===== src/rtl/reflet_mailbox_if.sv =====
// reflet_mailbox_if: CPU bus responder signals plus the TX/RX byte stream pair.
// The slave modport is the mailbox; the master modport is the CPU/stream side.
interface reflet_mailbox_if #(
  parameter int unsigned wordsize       = 8,
  parameter int unsigned base_addr_size = 6
);
  // CPU bus
  logic                      enable;
  logic [base_addr_size-1:0] addr;
  logic [wordsize-1:0]       data_in;
  logic [wordsize-1:0]       data_out;
  logic                      write_en;
  logic                      irq;
  // TX stream (mailbox -> outside)
  logic [7:0]                out_data;
  logic                      out_valid;
  logic                      out_ready;
  // RX stream (outside -> mailbox)
  logic [7:0]                in_data;
  logic                      in_valid;
  logic                      in_ready;

  modport master (
    output enable, addr, data_in, write_en, out_ready, in_data, in_valid,
    input  data_out, irq, out_data, out_valid, in_ready
  );

  modport slave (
    input  enable, addr, data_in, write_en, out_ready, in_data, in_valid,
    output data_out, irq, out_data, out_valid, in_ready
  );
endinterface


===== src/rtl/reflet_mailbox.sv =====
// reflet_mailbox: CPU-bus mailbox bridging two byte FIFOs to a valid/ready stream pair.
// Offsets: 0 DATA (read pops RX, write pushes TX), 1 STATUS, 2 CTRL.
// Optional sticky error flags (STATUS b4/b5, CTRL b7 clear) under REFLET_MAILBOX_ERR_FLAGS_EN.
module reflet_mailbox #(
  parameter int unsigned               wordsize       = 8,
  parameter int unsigned               base_addr_size = 6,
  parameter logic [base_addr_size-1:0] base_addr      = 6'h28,
  parameter int unsigned               depth_log2     = 3
) (
  input logic             clk,
  input logic             reset,
  reflet_mailbox_if.slave bus
);

  localparam int unsigned         depth   = 1 << depth_log2;
  localparam logic [depth_log2:0] ptr_one = 1;

  logic [7:0]          tx_mem [depth];
  logic [7:0]          rx_mem [depth];
  logic [depth_log2:0] tx_wr, tx_rd, rx_wr, rx_rd;
  logic                ie_rx, ie_tx;
  logic                rd_prev, wr_prev, ctrl_prev;

  logic [base_addr_size-1:0] off;
  logic       sel_data, sel_status, sel_ctrl;
  logic       rd_term, wr_term, ctrl_term;
  logic       rd_edge, wr_edge, ctrl_edge;
  logic       tx_empty, tx_full, rx_empty, rx_full;
  logic       tx_push, tx_pop, rx_push, rx_pop;
  logic       flush_rx, flush_tx;
  logic [1:0] err_bits;
  logic       err_irq;
  logic [7:0] status, rd_data;

  // Address decode relative to the mailbox window
  assign off        = bus.addr - base_addr;
  assign sel_data   = bus.enable && (off == base_addr_size'(0));
  assign sel_status = bus.enable && (off == base_addr_size'(1));
  assign sel_ctrl   = bus.enable && (off == base_addr_size'(2));

  assign rd_term   = sel_data && !bus.write_en;
  assign wr_term   = sel_data && bus.write_en;
  assign ctrl_term = sel_ctrl && bus.write_en;

  // Only the first cycle of a held bus access has side effects
  assign rd_edge   = rd_term && !rd_prev;
  assign wr_edge   = wr_term && !wr_prev;
  assign ctrl_edge = ctrl_term && !ctrl_prev;

  assign tx_empty = (tx_wr == tx_rd);
  assign rx_empty = (rx_wr == rx_rd);
  assign tx_full  = (tx_wr[depth_log2] != tx_rd[depth_log2]) &&
                    (tx_wr[depth_log2-1:0] == tx_rd[depth_log2-1:0]);
  assign rx_full  = (rx_wr[depth_log2] != rx_rd[depth_log2]) &&
                    (rx_wr[depth_log2-1:0] == rx_rd[depth_log2-1:0]);

  // All full/empty qualifiers use the state before the edge
  assign tx_push  = wr_edge && !tx_full;
  assign tx_pop   = !tx_empty && bus.out_ready;
  assign rx_push  = bus.in_valid && bus.in_ready;
  assign rx_pop   = rd_edge && !rx_empty;
  assign flush_rx = ctrl_edge && bus.data_in[2];
  assign flush_tx = ctrl_edge && bus.data_in[3];

  assign bus.out_valid = !tx_empty;
  assign bus.out_data  = tx_mem[tx_rd[depth_log2-1:0]];
  assign bus.in_ready  = !rx_full && !reset;

`ifdef REFLET_MAILBOX_ERR_FLAGS_EN
  logic tx_overflow, rx_underflow;
  logic clear_err;

  assign clear_err = ctrl_edge && bus.data_in[7];

  // Sticky error flags; a set in the same edge as a clear wins
  always_ff @(posedge clk or posedge reset) begin
    if (reset) begin
      tx_overflow  <= 1'b0;
      rx_underflow <= 1'b0;
    end else begin
      if (wr_edge && tx_full)       tx_overflow <= 1'b1;
      else if (clear_err)           tx_overflow <= 1'b0;
      if (rd_edge && rx_empty)      rx_underflow <= 1'b1;
      else if (clear_err)           rx_underflow <= 1'b0;
    end
  end

  assign err_bits = {rx_underflow, tx_overflow};
  assign err_irq  = (ie_rx || ie_tx) && (tx_overflow || rx_underflow);
`else
  assign err_bits = 2'b00;
  assign err_irq  = 1'b0;
`endif

  assign status  = {2'b00, err_bits, tx_full, tx_empty, rx_full, !rx_empty};
  assign bus.irq = (ie_rx && !rx_empty) || (ie_tx && tx_empty) || err_irq;

  // TX pointers; flush overrides any push/pop in the same edge
  always_ff @(posedge clk or posedge reset) begin
    if (reset) begin
      tx_wr <= '0;
      tx_rd <= '0;
    end else if (flush_tx) begin
      tx_wr <= '0;
      tx_rd <= '0;
    end else begin
      if (tx_push) tx_wr <= tx_wr + ptr_one;
      if (tx_pop)  tx_rd <= tx_rd + ptr_one;
    end
  end

  // RX pointers; flush overrides any push/pop in the same edge
  always_ff @(posedge clk or posedge reset) begin
    if (reset) begin
      rx_wr <= '0;
      rx_rd <= '0;
    end else if (flush_rx) begin
      rx_wr <= '0;
      rx_rd <= '0;
    end else begin
      if (rx_push) rx_wr <= rx_wr + ptr_one;
      if (rx_pop)  rx_rd <= rx_rd + ptr_one;
    end
  end

  // FIFO storage, contents are not reset
  always_ff @(posedge clk) begin
    if (tx_push) tx_mem[tx_wr[depth_log2-1:0]] <= bus.data_in[7:0];
    if (rx_push) rx_mem[rx_wr[depth_log2-1:0]] <= bus.in_data;
  end

  // Interrupt enables and previous-cycle access terms for edge detection
  always_ff @(posedge clk or posedge reset) begin
    if (reset) begin
      ie_rx     <= 1'b0;
      ie_tx     <= 1'b0;
      rd_prev   <= 1'b0;
      wr_prev   <= 1'b0;
      ctrl_prev <= 1'b0;
    end else begin
      if (ctrl_term) begin
        ie_rx <= bus.data_in[0];
        ie_tx <= bus.data_in[1];
      end
      rd_prev   <= rd_term;
      wr_prev   <= wr_term;
      ctrl_prev <= ctrl_term;
    end
  end

  // Zero-wait read mux; zero when not selected
  always_comb begin
    rd_data = 8'h00;
    if (sel_data)        rd_data = rx_empty ? 8'h00 : rx_mem[rx_rd[depth_log2-1:0]];
    else if (sel_status) rd_data = status;
    else if (sel_ctrl)   rd_data = {6'b000000, ie_tx, ie_rx};
  end

  // Zero-extend the byte register view onto the CPU bus
  always_comb begin
    bus.data_out      = '0;
    bus.data_out[7:0] = rd_data;
  end

endmodule


===== src/flat_wrapper.sv =====
// flat-port wrapper written by rule: the top's interface ports become plain ports
module reflet_mailbox_flat 
#(
  parameter int unsigned               wordsize       = 8,
  parameter int unsigned               base_addr_size = 6,
  parameter logic [base_addr_size-1:0] base_addr      = 6'h28,
  parameter int unsigned               depth_log2     = 3
)
  (clk, reset, bus_enable, bus_addr, bus_data_in, bus_write_en, bus_out_ready, bus_in_data, bus_in_valid, bus_data_out, bus_irq, bus_out_data, bus_out_valid, bus_in_ready);
  reflet_mailbox_if #(.wordsize(wordsize), .base_addr_size(base_addr_size)) bus_i ();
  input logic clk;
  input logic reset;
  input wire logic [$bits(bus_i.enable)-1:0] bus_enable;
  input wire logic [$bits(bus_i.addr)-1:0] bus_addr;
  input wire logic [$bits(bus_i.data_in)-1:0] bus_data_in;
  input wire logic [$bits(bus_i.write_en)-1:0] bus_write_en;
  input wire logic [$bits(bus_i.out_ready)-1:0] bus_out_ready;
  input wire logic [$bits(bus_i.in_data)-1:0] bus_in_data;
  input wire logic [$bits(bus_i.in_valid)-1:0] bus_in_valid;
  output wire logic [$bits(bus_i.data_out)-1:0] bus_data_out;
  output wire logic [$bits(bus_i.irq)-1:0] bus_irq;
  output wire logic [$bits(bus_i.out_data)-1:0] bus_out_data;
  output wire logic [$bits(bus_i.out_valid)-1:0] bus_out_valid;
  output wire logic [$bits(bus_i.in_ready)-1:0] bus_in_ready;
  assign bus_i.enable = bus_enable;
  assign bus_i.addr = bus_addr;
  assign bus_i.data_in = bus_data_in;
  assign bus_i.write_en = bus_write_en;
  assign bus_i.out_ready = bus_out_ready;
  assign bus_i.in_data = bus_in_data;
  assign bus_i.in_valid = bus_in_valid;
  assign bus_data_out = bus_i.data_out;
  assign bus_irq = bus_i.irq;
  assign bus_out_data = bus_i.out_data;
  assign bus_out_valid = bus_i.out_valid;
  assign bus_in_ready = bus_i.in_ready;
  reflet_mailbox #(.wordsize(wordsize), .base_addr_size(base_addr_size), .base_addr(base_addr), .depth_log2(depth_log2)) u_core (.clk(clk), .reset(reset), .bus(bus_i));
endmodule

===== config.mk =====
export PLATFORM = sky130hd
export DESIGN_NAME = reflet_mailbox_flat
export DESIGN_NICKNAME = d
export VERILOG_FILES = /design/src/rtl/reflet_mailbox_if.sv /design/src/rtl/reflet_mailbox.sv /design/src/flat_wrapper.sv
export SDC_FILE = /design/constraint.sdc
export NUM_CORES = 1
export LEC_CHECK = 0
export BUFFER_PORTS_ARGS = -buffer_cell sky130_fd_sc_hd__buf_2
export CAP_MARGIN = 20
export CORE_ASPECT_RATIO = 1.75
export CORE_MARGIN = 2
export CORE_UTILIZATION = 40
export CTS_CLUSTER_SIZE = 10
export DETAILED_ROUTE_END_ITERATION = 7
export PLACE_DENSITY = 0.56
export SLEW_MARGIN = 10
export SYNTH_ARGS = -nofsm -noshare
export SYNTH_HDL_FRONTEND = slang
export SYNTH_SLANG_ARGS = --single-unit

===== constraint.sdc =====
create_clock -name clk -period 2.7 [get_ports clk]
set_input_delay 0.27 -clock clk [delete_from_list [all_inputs] [get_ports clk]]
set_output_delay 0.27 -clock clk [all_outputs]
set_load 0.03 [all_outputs]

Yosys cells after proc, flatten, opt, wreduce, memory -nomap -nowiden
Memories as Yosys holds them, arrays and structs flattened.
Index checks and enable logic that the tools add are counted.
- logic and storage cells: 75
- memories kept: 2
- memory bits (writable): 128
- input port bits: 28
- bits in registers: 21
- output and inout port bits: 19
- memories (name ; words ; bits a word ; rd ports ; clocked after memory_dff ; wr ports ; line ; text):
    u_core.rx_mem ; 8 ; 8 ; 1 ; 0 ; 1 ; reflet_mailbox.sv:19 ; logic [7:0] rx_mem [depth];
    u_core.tx_mem ; 8 ; 8 ; 1 ; 0 ; 1 ; reflet_mailbox.sv:18 ; logic [7:0] tx_mem [depth];
- multiplexer cells: 16
- $add $sub $neg: 5
- reductions and logical operators: 35
- equality and inequality tests: 8
- operator list (cell ; number):
    $mux 4 ; 8
    $mux 8 ; 3
    $logic_and 1x1->1 ; 20
    $add 4x1->4 const B ; 4
    $logic_not 1->1 ; 9
    $eq 4x4->1 ; 2
    $reduce_bool 2->1 ; 4
    $eq 3x3->1 ; 2
    $eq 6x1->1 const B ; 1
    $eq 6x2->1 const B ; 1
    $logic_not 6->1 ; 1
    $sub 6x6->6 const B ; 1
    $mux 1 ; 4
    $mux 2 ; 1
    $ne 1x1->1 ; 2
    $logic_or 1x1->1 ; 1

Logic depth before layout (Yosys ltp)
- depth after elaboration: 8
- gate-level depth with buffers: 7
- gate-level depth less buffers: 7

Worst setup path before layout
Ideal clock, no wire load.
- path type: input port to flip-flop
- start: in reset
- end: mem u_core.rx_mem[0][0] (enable)
- setup slack: 0.070 ns
- arrival: 2.235 ns
- data required time: 2.305 ns
- library setup time: 0.395 ns
- stages on the path: 5
- cell sequence: inv_1 -> o41ai_2 -> inv_1 -> nand2_4 -> nor4_1
- cells in the longest elaborated chain, start to end: 5
- ends and longest elaborated chain (what ; line ; text):
    start: declaration ; flat_wrapper.sv:12 ; input logic reset;
    $logic_not 1->1 ; reflet_mailbox.sv:67 ; assign bus.in_ready = !rx_full && !reset;
    $logic_and 1x1->1 ; reflet_mailbox.sv:67 ;
    via bus_in_ready ; flat_wrapper.sv:24 ; output wire logic [$bits(bus_i.in_ready)-1:0] bus_in_ready;
    $logic_and 1x1->1 ; reflet_mailbox.sv:60 ; assign rx_push = bus.in_valid && bus.in_ready;
    $mux 1 ; reflet_mailbox.sv:129 ; if (rx_push) rx_mem[rx_wr[depth_log2-1:0]] <= bus.in_data;
    $mux 1 (not written as such) ; reflet_mailbox.sv:129 ;
    end: declaration ; reflet_mailbox.sv:19 ;
The timed path passes the listed nets, and every way through them passes these cells.

Final worst setup path
- start: reg u_core.rx_rd[1]
- end: out bus_data_out[2]
- cells in the longest elaborated chain, start to end: 3
- elaborated cells on any way between the ends: 4
- classes of those cells: eq/ne (1); mux (2); memory (1)
- ends and longest elaborated chain (what ; line ; text):
    start: declaration ; reflet_mailbox.sv:20 ; logic [depth_log2:0] tx_wr, tx_rd, rx_wr, rx_rd;
    start signal: assignment ; reflet_mailbox.sv:122 ; if (rx_pop) rx_rd <= rx_rd + ptr_one;
    $mem_v2 8x8 or $eq 4x4->1 (tied branches) ; -- ;
    $mux 8 * (2 in series) ; reflet_mailbox.sv:154 ; if (sel_data) rd_data = rx_empty ? 8'h00 : rx_mem[rx_rd[depth_log2-1:0]];
    end: declaration ; flat_wrapper.sv:20 ; output wire logic [$bits(bus_i.data_out)-1:0] bus_data_out;
Every way passes the cells marked *; elsewhere a longest branch is shown, timed or not.

==> impl_metrics.yaml <==
critical_path:
  crit_buf_inv: 3
  worstSetupStartpointType: "flip-flop"
  cp.arrival_ps: 2330
  worst_path_most_repeated_cell: "buf_4"
  rrSetupSlack_ps: 420
  regToRegStartpoint: "u_core.tx_wr[1]"
  cp_slowest_cell: "dfrtp_2"
  worstPathRequired_ps: 2430
  critPathKind: "reg -> out"
  cp_max_fo: 7
  r2r_end: "u_core.tx_mem[2][5]"
  worst_setup_path_end_kind: "primary output"
  rr_worst_depth: 5
  worstPathCellList: "buf_4 -> xnor2_1 -> a41oi_1 -> nand2_1 -> buf_4 -> o21ai_0 -> buf_2"
  crit_family: "buffers and inverters"
  cp_slowest_stage_delay_ps: 470
routing:
  drt_iter0_markers: 136
  wl_met2_mm: 8.07
  antenna_left: 0
  top_layer_used: "met4"
  wl_mm: 14.1
  dr_wl_met3_um: 433
  drc: 0
  firstDrtPassIters: 4
  vias_per_cell: 5.55
  wirelength_met1_mm: 5.19
  wl_per_cell_um: 21.6
  vias: 3617
logic_synthesis:
  syn_area_um2: 6460
  seq_area_frac_synth_pct: 67.7
  yosys_warnings: 0
  ys_ff_latch: 149
  syn_nets: 403
  synth-main-ff-cell: "edfxtp_1"
  ys_types: 48
  synthCells: 370
  synth_edf_count: 128
  avgSynthCellArea_um2: 17.4
  async_flop_share_pct: 14.1
die:
  die_w_um: 100
  std_cell_rows: 61
  start_util_pct: 40.7
  placeableCoreArea_um2: 15900
  die_area_um2: 17200
  die_h_um: 172
  ios: 47
timing:
  slew_headroom_pct: 45.4
  hold_violations: 0
  worstMarginPinSlew_ps: 816
  rsz0062_at_grt: "no"
  setup_tns_ps: 0
  min_period_ps: 2600
  setup_viol: 0
  max_freq_mhz: 385
  fin_ws_ps: 103
  fin_worst_skew_ps: 9.37
  slew_viol_final: 0
  finalCritPeriodShare_pct: 96.2
cells_and_area:
  drive_above_1_share_pct: 37.8
  nFillCells: 1351
  seqCellArea_um2: 4370
  diodes: 0
  multi_input_area_um2: 1980
  finalNetCount: 483
  area_growth_pct: 19.5
clock_network:
  clkSinkCount: 149
  cts-htree-levels: 4
  cts_tree: "built"
  clk_latency_ps: 420
  ctsRootBufferMaster: "clkbuf_16"
  clk_pin_slew_worst_paths_ps: 70
  cts_buffer_depth: 2
  cts-buffers-inserted: 17
global_route:
  grt_pass1_wl_mm: 21.8
  grt_pass1_vias: 3894
  grt_max_degree: 22
  grt_overflow_total: 0
  grt_use_total_pct: 17.6
  antenna_found_initial: 0
job:
  max_cap_violations: 0
min_path:
  hp-class: "in -> reg"
  hp-start: "bus_in_data[5]"
  hold_path_depth: 1
  hold_end: "u_core.rx_mem[4][5]"
place:
  dp_hpwl_mm: 9.96
  gp_congestion: 0.787
  io_buffers: 46
  pre_cts_ws_ps: 247
power:
  pwr_density_cell_nw_per_um2: 884
  ir_worst_vdd_v: 0.000499
  p_leak_uw: 0.00276
status:
  outcome: "completed"
==> how the worst max path moves through the flow <==
stage                    start                   to  slack [ps]  cells past startpoint
3_5_place_dp       bus_addr[3]      bus_data_out[2]         250                      9
4_1_cts        u_core.rx_rd[1]      bus_data_out[2]          30                      7
5_1_grt        u_core.rx_rd[1]      bus_data_out[2]          10                      7
2_1_floorplan            reset  u_core.rx_mem[0][0]          70                      5
6_report       u_core.rx_rd[1]      bus_data_out[2]         100                      7
3_3_place_gp       bus_addr[3]      bus_data_out[2]         230                      9
==> Yosys cell counts, drive strengths merged (2+ instances only) <==
cell / number / area share, %
or3: 3 / 0.29
nand2b: 6 / 0.58
nor4: 10 / 0.97
xor2: 10 / 2.2
edfxtp: 128 / 60
inv: 13 / 0.76
nand4: 3 / 0.39
a41oi: 2 / 0.27
nand3: 11 / 0.85
mux2: 11 / 1.9
dfrtp: 21 / 8.1
buf: 14 / 1.5
ha: 5 / 0.97
nor3: 9 / 0.70
or4: 2 / 0.23
nand4b: 2 / 0.27
nor2: 12 / 0.70
and4: 3 / 0.43
o41ai: 3 / 0.93
nand2: 16 / 1.0
mux4: 32 / 11
a21oi: 9 / 0.70
xnor2: 6 / 0.81
and4b: 2 / 0.33
and2b: 2 / 0.27
o21ai: 9 / 0.70
clkbuf: 4 / 0.25
mux2i: 13 / 2.0
==> cell families (layout without fill, tap and decap cells) <==
kind of cell,count (synthesis),in the layout,synth area share (%)
DFF,149,149,67.7
and+or+nand+nor,82,82,7.15
muxes,56,56,15.1
AOI/OAI and AO/OA,31,31,3.66
buffers and inverters,31,124,2.46
xor gates and xnor gates,16,16,2.98
adders and majority gates,5,5,0.969
==> what timing repair did <==
| action | 4_1_cts | 5_1_grt |
|---|---|---|
| endpoints found under the setup margin | 0 | 2 |
| hold buffers | 1 | 0 |
| gates resized for setup | 0 | 2 |
| hold endpoints to repair | 21 | 0 |
| buffers inserted | 0 | 0 |
==> worst reg2reg max path, stage by stage, from the launching register on <==
cell,delay (ps)
dfrtp_1,650
xor2_4,270
o41a_1,300
nand2_1,270
nor4_2,280
buf_4,220
==> where the power goes <==
part           switching [µW]  internal (µW)  total, µW
Combinational             968            740       1710
Clock                    1030           1310       2340
Sequential                127           2650       2770
Total                    2120           4700       6820
==> layer usage <==
| layer | vias to the layer above | track usage [%] |
|---|---|---|
| met5 | - | 0 |
| met4 | 0 | 9.53 |
| met3 | 26 | 3.23 |
| met2 | 84 | 33.3 |
| met1 | 1868 | 18.1 |
| li1 | 1639 | - |
==> metrics by stage <==
stage               total power [µW]  util (%)  cells  hold WS [ps]  cell area (µm²)
global route                    7120      48.6    652           110             7710
finish                          6820      48.6    652           112             7710
detailed placement              4550      44.8    619           421             7120
CTS                             6880      48.5    652          99.9             7710
global placement                4510      44.8    619           430             7120
floorplan                       4060         -    370           262             6460
==> cell type report <==
| cell class | instances | share of cell area (%) |
|---|---|---|
| well taps | 189 | 3.07 |
| inverters | 13 | 0.633 |
| multi-input cells | 190 | 25.6 |
| clock inverters | 15 | 2.03 |
| flip-flops and latches | 149 | 56.7 |
| repair buffers | 79 | 6.44 |
| clock buffers | 17 | 5.52 |
==> layout by cell type, fill, tap and decap left out, drive strengths merged, types with 6 or more instances in the layout <==
master,count
dfrtp,21
nand2b,6
nor2,12
xor2,10
nand2,16
mux2,11
xnor2,6
inv,23
o21ai,9
mux4,32
mux2i,13
nor3,9
nor4,10
a21oi,9
clkbuf,17
buf,78
nand3,11
edfxtp,128
==> flip-flops by register name, summed over array words and instances (netlist names), 4 cells and up <==
signal	flops
u_core.tx_rd	4
u_core.rx_rd	4
u_core.rx_mem	64
u_core.rx_wr	4
u_core.tx_mem	64
u_core.tx_wr	4
(Power assumes the default switching activity.)
